File: src/rtl/sram_bridge_2x1_pkg.sv
// rtl/sram_bridge_2x1_pkg.sv - shared encodings for the two-to-one SRAM-like bridge
package sram_bridge_2x1_pkg;

    localparam logic OWNER_INST = 1'b0;
    localparam logic OWNER_DATA = 1'b1;

    localparam logic [1:0] SIZE_BYTE = 2'd0;
    localparam logic [1:0] SIZE_HALF = 2'd1;
    localparam logic [1:0] SIZE_WORD = 2'd2;

    typedef enum logic [1:0] {
        GRANT_NONE = 2'd0,
        GRANT_INST = 2'd1,
        GRANT_DATA = 2'd2
    } grant_e;

endpackage

File: src/rtl/bridge_owner_fifo.sv
// rtl/bridge_owner_fifo.sv - in-order FIFO of request owners awaiting their response
module bridge_owner_fifo
    import sram_bridge_2x1_pkg::*;
#(
    parameter int DEPTH = 2
) (
    input  logic clk,
    input  logic rst,
    input  logic push,
    input  logic push_owner,
    input  logic pop,
    output logic head_owner,
    output logic full,
    output logic empty
);
    localparam int PW = (DEPTH > 1) ? $clog2(DEPTH) : 1;
    localparam int CW = $clog2(DEPTH) + 1;

    logic [DEPTH-1:0] r_owner;
    logic [PW-1:0]    r_wr_ptr;
    logic [PW-1:0]    r_rd_ptr;
    logic [CW-1:0]    r_count;
    logic             w_do_push;
    logic             w_do_pop;

    function automatic logic [PW-1:0] ptr_next(input logic [PW-1:0] ptr);
        return (ptr == PW'(DEPTH - 1)) ? '0 : ptr + PW'(1);
    endfunction

    assign full       = (r_count == CW'(DEPTH));
    assign empty      = (r_count == '0);
    assign w_do_push  = push & ~full;
    assign w_do_pop   = pop & ~empty;
    assign head_owner = r_owner[r_rd_ptr];

    always_ff @(posedge clk or posedge rst) begin
        if (rst) begin
            r_owner  <= '0;
            r_wr_ptr <= '0;
            r_rd_ptr <= '0;
            r_count  <= '0;
        end else begin
            if (w_do_push) begin
                r_owner[r_wr_ptr] <= push_owner;
                r_wr_ptr          <= ptr_next(r_wr_ptr);
            end
            if (w_do_pop) begin
                r_rd_ptr <= ptr_next(r_rd_ptr);
            end
            // Simultaneous push and pop leaves occupancy unchanged
            if (w_do_push && !w_do_pop) begin
                r_count <= r_count + CW'(1);
            end else if (w_do_pop && !w_do_push) begin
                r_count <= r_count - CW'(1);
            end
        end
    end

endmodule

File: src/rtl/sram_bridge_2x1.sv
// rtl/sram_bridge_2x1.sv - arbitrates inst and data SRAM-like miss ports onto one master port
module sram_bridge_2x1
    import sram_bridge_2x1_pkg::*;
#(
    parameter int MAX_OUT      = 2,
    parameter int STARVE_LIMIT = 4
) (
    input  logic        clk,
    input  logic        rst,
    input  logic        inst_req,
    input  logic        inst_wr,
    input  logic [1:0]  inst_size,
    input  logic [31:0] inst_addr,
    input  logic [31:0] inst_wdata,
    output logic [31:0] inst_rdata,
    output logic        inst_addr_ok,
    output logic        inst_data_ok,
    input  logic        data_req,
    input  logic        data_wr,
    input  logic [1:0]  data_size,
    input  logic [31:0] data_addr,
    input  logic [31:0] data_wdata,
    output logic [31:0] data_rdata,
    output logic        data_addr_ok,
    output logic        data_data_ok,
    output logic        mem_req,
    output logic        mem_wr,
    output logic [1:0]  mem_size,
    output logic [31:0] mem_addr,
    output logic [31:0] mem_wdata,
    input  logic [31:0] mem_rdata,
    input  logic        mem_addr_ok,
    input  logic        mem_data_ok,
    output logic        bridge_err
);
    localparam int SW = $clog2(STARVE_LIMIT + 1);

    logic          r_lock_valid;
    logic          r_lock_owner;
    logic [SW-1:0] r_starve_cnt;
    logic          r_bridge_err;

    grant_e w_grant;
    logic   w_grant_req;
    logic   w_full;
    logic   w_empty;
    logic   w_head_owner;
    logic   w_accept;
    logic   w_push_owner;

    always_comb begin
        w_grant = GRANT_NONE;
        if (r_lock_valid) begin
            w_grant = (r_lock_owner == OWNER_DATA) ? GRANT_DATA : GRANT_INST;
        end else if (inst_req && (r_starve_cnt == SW'(STARVE_LIMIT))) begin
            w_grant = GRANT_INST;
        end else if (data_req) begin
            w_grant = GRANT_DATA;
        end else if (inst_req) begin
            w_grant = GRANT_INST;
        end
    end

    always_comb begin
        w_grant_req = 1'b0;
        mem_wr      = 1'b0;
        mem_size    = 2'd0;
        mem_addr    = 32'd0;
        mem_wdata   = 32'd0;
        case (w_grant)
            GRANT_INST: begin
                w_grant_req = inst_req;
                mem_wr      = inst_wr;
                mem_size    = inst_size;
                mem_addr    = inst_addr;
                mem_wdata   = inst_wdata;
            end
            GRANT_DATA: begin
                w_grant_req = data_req;
                mem_wr      = data_wr;
                mem_size    = data_size;
                mem_addr    = data_addr;
                mem_wdata   = data_wdata;
            end
            default: ;
        endcase
    end

    // A full owner FIFO blocks issue even when a pop lands in the same cycle
    assign mem_req      = w_grant_req & ~w_full;
    assign w_accept     = mem_req & mem_addr_ok;
    assign inst_addr_ok = w_accept & (w_grant == GRANT_INST);
    assign data_addr_ok = w_accept & (w_grant == GRANT_DATA);
    assign w_push_owner = (w_grant == GRANT_DATA) ? OWNER_DATA : OWNER_INST;

    assign inst_data_ok = mem_data_ok & ~w_empty & (w_head_owner == OWNER_INST);
    assign data_data_ok = mem_data_ok & ~w_empty & (w_head_owner == OWNER_DATA);
    assign inst_rdata   = mem_rdata;
    assign data_rdata   = mem_rdata;
    assign bridge_err   = r_bridge_err;

    bridge_owner_fifo #(
        .DEPTH(MAX_OUT)
    ) u_owner_fifo (
        .clk       (clk),
        .rst       (rst),
        .push      (w_accept),
        .push_owner(w_push_owner),
        .pop       (mem_data_ok),
        .head_owner(w_head_owner),
        .full      (w_full),
        .empty     (w_empty)
    );

    always_ff @(posedge clk or posedge rst) begin
        if (rst) begin
            r_lock_valid <= 1'b0;
            r_lock_owner <= OWNER_INST;
            r_starve_cnt <= '0;
            r_bridge_err <= 1'b0;
        end else begin
            if (w_accept) begin
                r_lock_valid <= 1'b0;
            end else if (!r_lock_valid && (w_grant != GRANT_NONE) && !mem_addr_ok) begin
                r_lock_valid <= 1'b1;
                r_lock_owner <= w_push_owner;
            end

            if (w_accept) begin
                if ((w_grant == GRANT_DATA) && inst_req) begin
                    if (r_starve_cnt != SW'(STARVE_LIMIT)) begin
                        r_starve_cnt <= r_starve_cnt + SW'(1);
                    end
                end else begin
                    r_starve_cnt <= '0;
                end
            end

            if (mem_data_ok && w_empty) begin
                r_bridge_err <= 1'b1;
            end
        end
    end

endmodule

File: config.mk
export PLATFORM = sky130hd
export DESIGN_NAME = sram_bridge_2x1
export DESIGN_NICKNAME = d
export VERILOG_FILES = /design/src/rtl/sram_bridge_2x1_pkg.sv /design/src/rtl/bridge_owner_fifo.sv /design/src/rtl/sram_bridge_2x1.sv
export SDC_FILE = /design/constraint.sdc
export NUM_CORES = 1
export LEC_CHECK = 0
export BUFFER_PORTS_ARGS = -buffer_cell sky130_fd_sc_hd__buf_2
export CAP_MARGIN = 20
export CORE_AREA = 2 2 121 123
export CTS_BUF_LIST = sky130_fd_sc_hd__clkbuf_8
export CTS_CLUSTER_SIZE = 25
export DETAILED_ROUTE_END_ITERATION = 10
export DIE_AREA = 0 0 123 125
export PLACE_DENSITY = 0.54
export REMOVE_ABC_BUFFERS = 1
export SLEW_MARGIN = 40
export SYNTH_ARGS = -nofsm -noshare
export SYNTH_HDL_FRONTEND = slang
export SYNTH_HIERARCHICAL = 1
export SYNTH_SLANG_ARGS = --single-unit
File: constraint.sdc
create_clock -name clk -period 7.75 [get_ports clk]
set_input_delay 0.775 -clock clk [delete_from_list [all_inputs] [get_ports clk]]
set_output_delay 0.775 -clock clk [all_outputs]
set_load 0.01 [all_outputs]
* Word-level counts from Yosys, hierarchy flattened
Index checks and enable logic that the tools add are counted.
** Word-level totals
- Word-level logic and storage cells :: 76
- Input bits :: 172
- Register bits after elaboration :: 12
** Operators by class
- Magnitude comparators :: 3
- Mux-type cells :: 24
- Equality and inequality tests :: 6
- $add $sub $neg :: 5
- Reduce and logical (&&, ||, !) cells :: 18
- Bitwise logic cells :: 12
** Operators with widths (count)
- one-hot mux 32 bit (2 select lines) :: 2
- two-way mux 2 bit :: 6
- two-way mux 1 bit :: 9
- bitwise AND 1 bit :: 8
- logical AND 1 bit :: 8
- two-way mux 3 bit :: 2
- nonzero test 2 bit :: 3
- equality test 2 bit (second input constant) :: 2
- logical NOT 1 bit :: 4
- < comparator 1 x 2 -> 1 bit (second input constant) :: 2
- NOT 1 bit :: 4
- one-hot mux 1 bit (2 select lines) :: 2
- one-hot mux 2 bit (2 select lines) :: 1
- AND reduction 2 bit :: 2
- adder 3 x 1 -> 3 bit (second input constant) :: 1
- equality test 3 bit (second input constant) :: 1
- != test 3 bit (second input constant) :: 1
- adder 1 bit (second input constant) :: 2
- adder 2 x 1 -> 2 bit (second input constant) :: 1
- bitwise mux 2 bit :: 1
- equality test 2 x 1 -> 1 bit (second input constant) :: 1
- logical NOT 2 bit :: 1
- != test 2 x 1 -> 1 bit (second input constant) :: 1
- subtractor 2 x 1 -> 2 bit (second input constant) :: 1
- other kinds (2) :: 2

* Depth between registers and ports, before layout
Gate-level depths: netlist of the first run.
- Word-level depth :: 13
- Gate-level depth with buffers :: 15
- Depth with buffers taken out :: 13

* Hierarchy
The synthesis of the first run kept the hierarchy.
** Modules (own cells, without submodules)
- sram_bridge_2x1 :: instances 1, sequential area each 150.1 µm², area each 1823.0 µm², cells an instance 271
- bridge_owner_fifo :: instances 1, sequential area each 150.1 µm², area each 287.8 µm², cells an instance 24

* Worst setup path before layout of the first run
Ideal clock, no wire load.
- Path type :: input port to flip-flop
- Start :: input port inst_req
- End :: register u_owner_fifo.r_count[1]
- Cell stages on the path :: 11
- Data required time :: 7671 ps
- Setup time :: 79 ps
- Arrival :: 2819 ps
- Setup slack :: 4852 ps
- Cells stage by stage :: a21bo_2 > mux2_2 > ha_1 > buf_4 > a22o_4 > and2_4 > buf_6 > and2_1 > ha_1 > nor2_1 > xor2_1
** Between the ends
- Cells in the longest elaborated chain, start to end :: 12
- Elaborated cells on any way between the ends :: 16
- Those cells by class :: 2 x eq/ne; 6 x mux; 3 x bitwise; 5 x reduce/logical
** RTL lines
- from (decl) :: RTL line sram_bridge_2x1.sv:10 : input logic inst_req,
- two-way mux 1 bit :: RTL line sram_bridge_2x1.sv:59 : end else if (inst_req) begin
- two-way mux 2 bit :: RTL line sram_bridge_2x1.sv:57 : end else if (data_req) begin
- two-way mux 2 bit :: RTL line sram_bridge_2x1.sv:55 : end else if (inst_req && (r_starve_cnt == SW'(STARVE_LIMIT))) begin
- two-way mux 2 bit :: RTL line sram_bridge_2x1.sv:53 : if (r_lock_valid) begin
- equality test 2 bit or equality test 2 x 1 -> 1 bit (tied branches) :: RTL line sram_bridge_2x1.sv:70 : case (w_grant)
- one-hot mux 1 bit (2 select lines) (*) :: RTL line sram_bridge_2x1.sv:70
- bitwise AND 1 bit (*) :: RTL line sram_bridge_2x1.sv:90 : assign mem_req = w_grant_req & ~w_full;
- bitwise AND 1 bit (*) :: RTL line sram_bridge_2x1.sv:91 : assign w_accept = mem_req & mem_addr_ok;
- net w_accept :: RTL line sram_bridge_2x1.sv:48 : logic w_accept;
- bitwise AND 1 bit (*) :: RTL line bridge_owner_fifo.sv:32 : assign w_do_push = push & ~full;
- net u_owner_fifo.w_do_push :: RTL line bridge_owner_fifo.sv:23 : logic w_do_push;
- logical NOT 1 bit :: RTL line bridge_owner_fifo.sv:53 : end else if (w_do_pop && !w_do_push) begin
- logical AND 1 bit :: RTL line bridge_owner_fifo.sv:53
- nonzero test 2 bit (no source line)
- to (signal assigned) :: RTL line bridge_owner_fifo.sv:52 : r_count <= r_count + CW'(1);
- to (signal assigned) :: RTL line bridge_owner_fifo.sv:54 : r_count <= r_count - CW'(1);
- to (decl) :: RTL line bridge_owner_fifo.sv:22 : logic [CW-1:0] r_count;
The timed path passes the listed nets; every way through them passes the cells marked *.
A chain may end at the register's enable or synchronous reset.

* Worst setup path after layout of the first run
- Start :: register r_starve_cnt[0]
- End :: output port mem_req
** Between the ends
- Cells in the longest elaborated chain, start to end :: 7
- Elaborated cells on any way between the ends :: 8
- Those cells by class :: 3 x eq/ne; 3 x mux; 1 x bitwise; 1 x reduce/logical
** RTL lines
- from (decl) :: RTL line sram_bridge_2x1.sv:40 : logic [SW-1:0] r_starve_cnt;
- from (signal assigned) :: RTL line sram_bridge_2x1.sv:132 : r_starve_cnt <= r_starve_cnt + SW'(1);
- equality test 3 bit (*) :: RTL line sram_bridge_2x1.sv:55
- logical AND 1 bit (*) :: RTL line sram_bridge_2x1.sv:55
- two-way mux 2 bit (*) :: RTL line sram_bridge_2x1.sv:55
- two-way mux 2 bit (*) :: RTL line sram_bridge_2x1.sv:53
- equality test 2 bit or equality test 2 x 1 -> 1 bit (tied branches) :: RTL line sram_bridge_2x1.sv:70
- one-hot mux 1 bit (2 select lines) (*) :: RTL line sram_bridge_2x1.sv:70
- bitwise AND 1 bit (*) :: RTL line sram_bridge_2x1.sv:90
- to (decl) :: RTL line sram_bridge_2x1.sv:26 : output logic mem_req,
Every way passes the cells marked *; elsewhere a longest branch is shown, timed or not.

==> impl_metrics.yaml, run 1 <==
outcome:
  outcome: "finished, final reports clean"
die:
  die_height_um: 125
  start_util: 0.149
  die_area_mm2: 0.0154
  fp-row-count: 44
  die-width_um: 123
  core_area_mm2: 0.0142
  pin_count: 309
clock_network:
  cts_tree: "built"
  cts_buffers: 3
  root_buffer: "clkbuf_8"
  cts-hold-fix-buffers: 0
  clk_pin_slew_worst_paths_ns: 0.05
  cts_resized: 0
  cts.sinks: 12
  h-tree-depth: 1
  clock_latency_ns: 0.24
  post_cts_buffers: 0
  clk_path_buf_depth: 2
placed_design:
  place_hpwl_um: 8650
  gp_congestion: 0.733
  placed_area_mm2: 0.00283
  dp_cells: 604
  io_buffers: 212
timing:
  rsz0062_at_grt: "false"
  report.final.slew_viol_count: 0
  fin_crit_ns: 3.90
  clock_skew_ns: 0.00125
  period_share: 0.503
  worstMarginPinSlew_ns: 0.772
  setup_viol: 0
  maxSlewHeadroom: 0.485
  fmax_mhz: 257
  fin_setup_tns_ns: 0
  hold_viol_final: 0
power:
  peakVddDrop_mv: 0.331
  finalPower_mw: 1.20
  p_leak_nw: 1.66
  powerDensity_mw_per_mm2: 416
detailed_routing:
  drt_wl_total_um: 10800
  wl_met2_um: 4110
  wl_met3_um: 2070
  routedWlPerCell_um: 17.7
  top_layer: "met5"
  postRouteAntennaNets: 0
  num_vias: 2671
  met1_length_um: 4490
  first_pass_iters: 4
  drc: 0
  routed_via_density: 4.39
  drt_iter0_drc: 140
synth:
  yosysSeqAreaShare: 0.142
  synthArstFlopShare: 1.00
  yosysUniqueCellTypes: 37
  synth_edf_count: 0
  ys_seq_elements: 12
  synthCells: 295
  netlist_area_mm2: 0.00211
  synth_flop_cell: "dfrtp_1"
  ys_warn_count: 6
  syn_area_per_cell_um2: 7.16
setup_path:
  end_kind: "output port"
  critical_path_class: "reg -> out"
  worstSetupStartpointType: "register"
  worstPathRequired_ns: 6.97
  cp_max_fo: 35
  path_delay_family: "adder cells"
  cp_cell_sequence: "inv_1 > ha_1 > nand2_1 > a21bo_2 > mux2i_1 > ha_2 > buf_4 > a22o_4 > nor3b_1 > buf_2"
  worst_path_max_delay_cell: "ha_2"
  cp_slowest_stage_delay_ns: 0.65
  crit_arrival_ns: 3.12
  critical_path_buf_inv_count: 3
finish:
  antenna_cells: 0
  fin_cells: 608
  fin_area_mm2: 0.00288
  drive_above_1_share: 0.542
  syn_to_final_growth_pct: 36.5
  fin_nets: 603
grt:
  first_global_vias: 2284
  grt_usage: 0.124
  antenna_found_initial: 0
  grt_max_degree: 73
  grt_pass1_wl_um: 14100
  overflow: 0
flow_run:
  cap_violations: 0
hold_path:
  hold_class: "in -> async"
-- cell usage after synthesis (2+ instances only) --
master / instances / share of area
buf_4: 65 / 0.23
buf_6: 2 / 0.011
xnor2_1: 2 / 0.0083
mux2_2: 3 / 0.016
xor2_1: 3 / 0.012
ha_1: 6 / 0.036
nor3b_1: 2 / 0.0071
o21ai_0: 2 / 0.0047
a22oi_1: 67 / 0.24
a31oi_1: 2 / 0.0059
and3_1: 3 / 0.0089
clkbuf_1: 17 / 0.030
dfrtp_1: 12 / 0.14
nor2_1: 72 / 0.13
nand3_1: 3 / 0.0071
mux2_1: 2 / 0.011
inv_1: 5 / 0.0089
nand2_1: 4 / 0.0071
buf_2: 5 / 0.012
-- worst paths after layout --
check / startpoint / to / slack [ns] / depth (start not counted)
min in group clk: bridge_err / bridge_err / 0.47 / 1
max reg2reg: r_starve_cnt[0] / u_owner_fifo/r_count[1] / 4.20 / 14
min reg2reg: bridge_err / bridge_err / 0.47 / 1
max: r_starve_cnt[0] / mem_req / 3.85 / 10
max in group asynchronous: rst / r_lock_owner / 7.10 / 2
min: rst / u_owner_fifo/r_wr_ptr / 0.46 / 2
-- logic make-up after synthesis --
logic type	synth area share
mux	0.0314
flops	0.142
xor+xnor	0.0208
fa+ha+maj	0.0356
buf+inv	0.295
compound gates	0.284
simple gates	0.191
-- worst register-to-register path, delay by kind of cell (launching register included) --
kind / cells / cell delay (ns)
adder cells (fa/ha/maj): 3 / 1.05
buffers and inverters: 2 / 0.59
AND/OR/NAND/NOR: 4 / 0.51
AO/OA/AOI/OAI: 2 / 0.48
flip-flops: 1 / 0.39
XOR/XNOR: 2 / 0.28
multiplexers: 1 / 0.13
-- through the flow --
step	hold slack, ns	util	setup slack [ns]
2_1_floorplan	0.454	-	3.94
3_3_place_gp	0.445	0.199	3.91
3_5_place_dp	0.459	0.199	3.95
4_1_cts	0.464	0.203	3.81
5_1_grt	0.484	0.203	3.51
6_report	0.455	0.203	3.85
-- routing by layer --
metal | GRT usage | vias up
met5 | 0.0428 | -
met4 | 0.0140 | 2
met3 | 0.107 | 14
met2 | 0.165 | 223
met1 | 0.152 | 1205
li1 | - | 1227
-- final cells by class --
type	instances	area [um^2]
fill	1612	11300
clock buffer	4	55.1
sequential	12	300
timing repair buffer	215	1080
multi-input combinational	188	1190
inverter	5	18.8
tap	184	230
-- cell usage in the layout (no fill, tap or decap), drive strengths merged, types with 2 or more instances in the layout --
cell	n
nand3	3
o21ai	2
clkbuf	4
ha	6
nor3b	3
nor2	72
xor2	3
and3	3
mux2	5
xnor2	2
inv	5
nand2	4
dfrtp	12
and2	2
buf	215
a22oi	67
a31oi	2
-- report_power, final --
group | internal [mW] | total (mW) | switching (mW)
Combinational | 0.388 | 1.02 | 0.634
Sequential | 0.0852 | 0.107 | 0.0219
Clock | 0.0449 | 0.0678 | 0.0230
-- sequential cells by signal, indices dropped and copies added, names as in the netlist --
register               flops
r_lock_owner               1
bridge_err                 1
u_owner_fifo/r_owner       2
u_owner_fifo/r_wr_ptr      1
r_starve_cnt               3
u_owner_fifo/r_rd_ptr      1
r_lock_valid               1
u_owner_fifo/r_count       2
Note: power is estimated with default switching activity, not from simulation.
==> run 2: changes to the inputs <==
- CORE_AREA: 2 2 121 123 -> 2 2 120 122
- DIE_AREA: 0 0 123 125 -> 0 0 122 124
- PLACE_DENSITY: 0.54 -> 0.57
- clock period: 7.75 -> 3.29 ns (I/O delays scaled with it)
==> impl_metrics.yaml, run 2 (same netlist as run 1, synthesis figures left out) <==
clock_network:
  cts-hold-fix-buffers: 0
  clock_latency_ns: 0.24
  cts.sinks: 12
  cts_tree: "built"
  cts_buffers: 3
  post_cts_buffers: 0
  root_buffer: "clkbuf_8"
  h-tree-depth: 1
  cts_resized: 0
  clk_pin_slew_worst_paths_ns: 0.06
  clk_path_buf_depth: 2
die:
  die_height_um: 124
  fp-row-count: 43
  core_area_mm2: 0.0137
  die-width_um: 122
  die_area_mm2: 0.0151
  start_util: 0.154
  pin_count: 309
finish:
  largest_register: "r_starve_cnt"
  antenna_cells: 0
  mostFrequentLayoutCells: "212 x buf_2, 72 x nor2_1, 67 x a22oi_1, 12 x dfrtp_1, 5 x inv_1"
  fin_nets: 605
  reg_top3: "r_starve_cnt x3, u_owner_fifo/r_count x2, u_owner_fifo/r_owner x2"
  final_common_cell: "buf_2"
  drive_above_1_share: 0.545
  largest_reg_flops: 3
  fin_area_mm2: 0.00290
  syn_to_final_growth_pct: 37.6
power:
  peakVddDrop_mv: 0.449
  powerDensity_mw_per_mm2: 1010
  p_leak_nw: 1.68
timing:
  setup_viol: 0
  report.final.slew_viol_count: 0
  maxSlewHeadroom: 0.663
  hold_viol_final: 0
  worstMarginPinSlew_ns: 0.505
  fin_crit_ns: 3.11
  fin_setup_tns_ns: 0
  clock_skew_ns: 0.00174
  fmax_mhz: 322
  rsz0062_at_grt: "false"
  period_share: 0.944
grt:
  grt_max_degree: 69
  overflow: 0
  grt_usage: 0.140
  grt_pass1_wl_um: 15200
  antenna_found_initial: 0
  first_global_vias: 2324
flow_run:
  cap_violations: 0
setup_path:
  critical_path_buf_inv_count: 3
  cp_slowest_stage_delay_ns: 0.50
  worst_path_max_delay_cell: "a22oi_1"
  critical_path_class: "reg -> out"
  path_delay_family: "compound AO/OA/AOI/OAI gates"
  worstPathRequired_ns: 2.96
  crit_arrival_ns: 2.78
  worstSetupStartpointType: "register"
  cp_max_fo: 49
  end_kind: "output port"
  cp_cell_sequence: "inv_1 > ha_1 > nand2_1 > a21bo_2 > mux2_2 > ha_2 > buf_4 > a22oi_1 > nor2_1 > buf_2"
outcome:
  outcome: "finished, final reports clean"
placed_design:
  placed_area_mm2: 0.00285
  io_buffers: 212
  place_hpwl_um: 10000
  gp_congestion: 0.786
detailed_routing:
  routedWlPerCell_um: 19.6
  drt_iter0_drc: 149
  drt_wl_total_um: 11900
  num_vias: 2683
  postRouteAntennaNets: 0
  first_pass_iters: 4
  routed_via_density: 4.43
  drc: 0
hold_path:
  hold_class: "in -> async"
==> run 2: cell type report <==
cell class | instances | area [um^2]
Fill cell | 1564 | 10800
Multi-Input combinational cell | 188 | 1190
Timing Repair Buffer | 217 | 1110
Sequential cell | 12 | 300
Tap cell | 180 | 225
Clock buffer | 4 | 55.1
Inverter | 5 | 18.8
==> run 2: worst register-to-register path, stage by stage (launching register included) <==
cell,delay [ns]
dfrtp_1,0.38
inv_1,0.10
ha_1,0.23
nand2_1,0.09
a21bo_2,0.22
mux2i_1,0.14
ha_2,0.31
nor3b_4,0.30
and2_4,0.24
and2_1,0.17
ha_1,0.17
xor2_1,0.15
nor2_1,0.06
xor2_1,0.13
==> run 2: final timing paths <==
| check | startpoint | end | slack (ns) | depth (start not counted) |
|---|---|---|---|---|
| min in group clk | mem_data_ok | bridge_err | 0.32 | 2 |
| worst min-delay path | rst | u_owner_fifo/r_count[0] | 0.005 | 2 |
| worst min register to register | bridge_err | bridge_err | 0.45 | 1 |
| max in group asynchronous | rst | r_starve_cnt[2] | 3.07 | 2 |
| worst max register to register | r_starve_cnt[0] | u_owner_fifo/r_count[1] | 0.47 | 13 |
| worst max-delay path | r_starve_cnt[0] | mem_wdata[1] | 0.18 | 10 |
==> run 2: per-layer routing <==
metal	global-route usage	share of wire	up-vias
met5	0.0486	0.0068	-
met2	0.175	0.38	205
li1	-	-	1235
met4	0.0201	0.010	3
met1	0.203	0.44	1233
met3	0.0792	0.16	7
==> run 2: where the power goes <==
part | leakage, nW | total [mW] | switching (mW) | internal, mW
Clock | 0.0288 | 0.163 | 0.0568 | 0.106
Sequential | 0.149 | 0.251 | 0.0498 | 0.201
Combinational | 1.50 | 2.52 | 1.56 | 0.963
Total | 1.68 | 2.94 | 1.67 | 1.27
==> run 2: through the flow <==
step	hold WS [ns]	utilization	setup WS (ns)	total power [mW]	std cells
after floorplan	0.120	-	-0.269	1.68	205
after global placement	0.272	0.208	0.489	2.81	602
after detailed placement	0.267	0.208	0.498	2.80	602
after CTS	0.00661	0.212	0.209	2.98	606
after global routing	0.0292	0.212	0.0371	3.23	606
final	0.00481	0.212	0.183	2.94	606
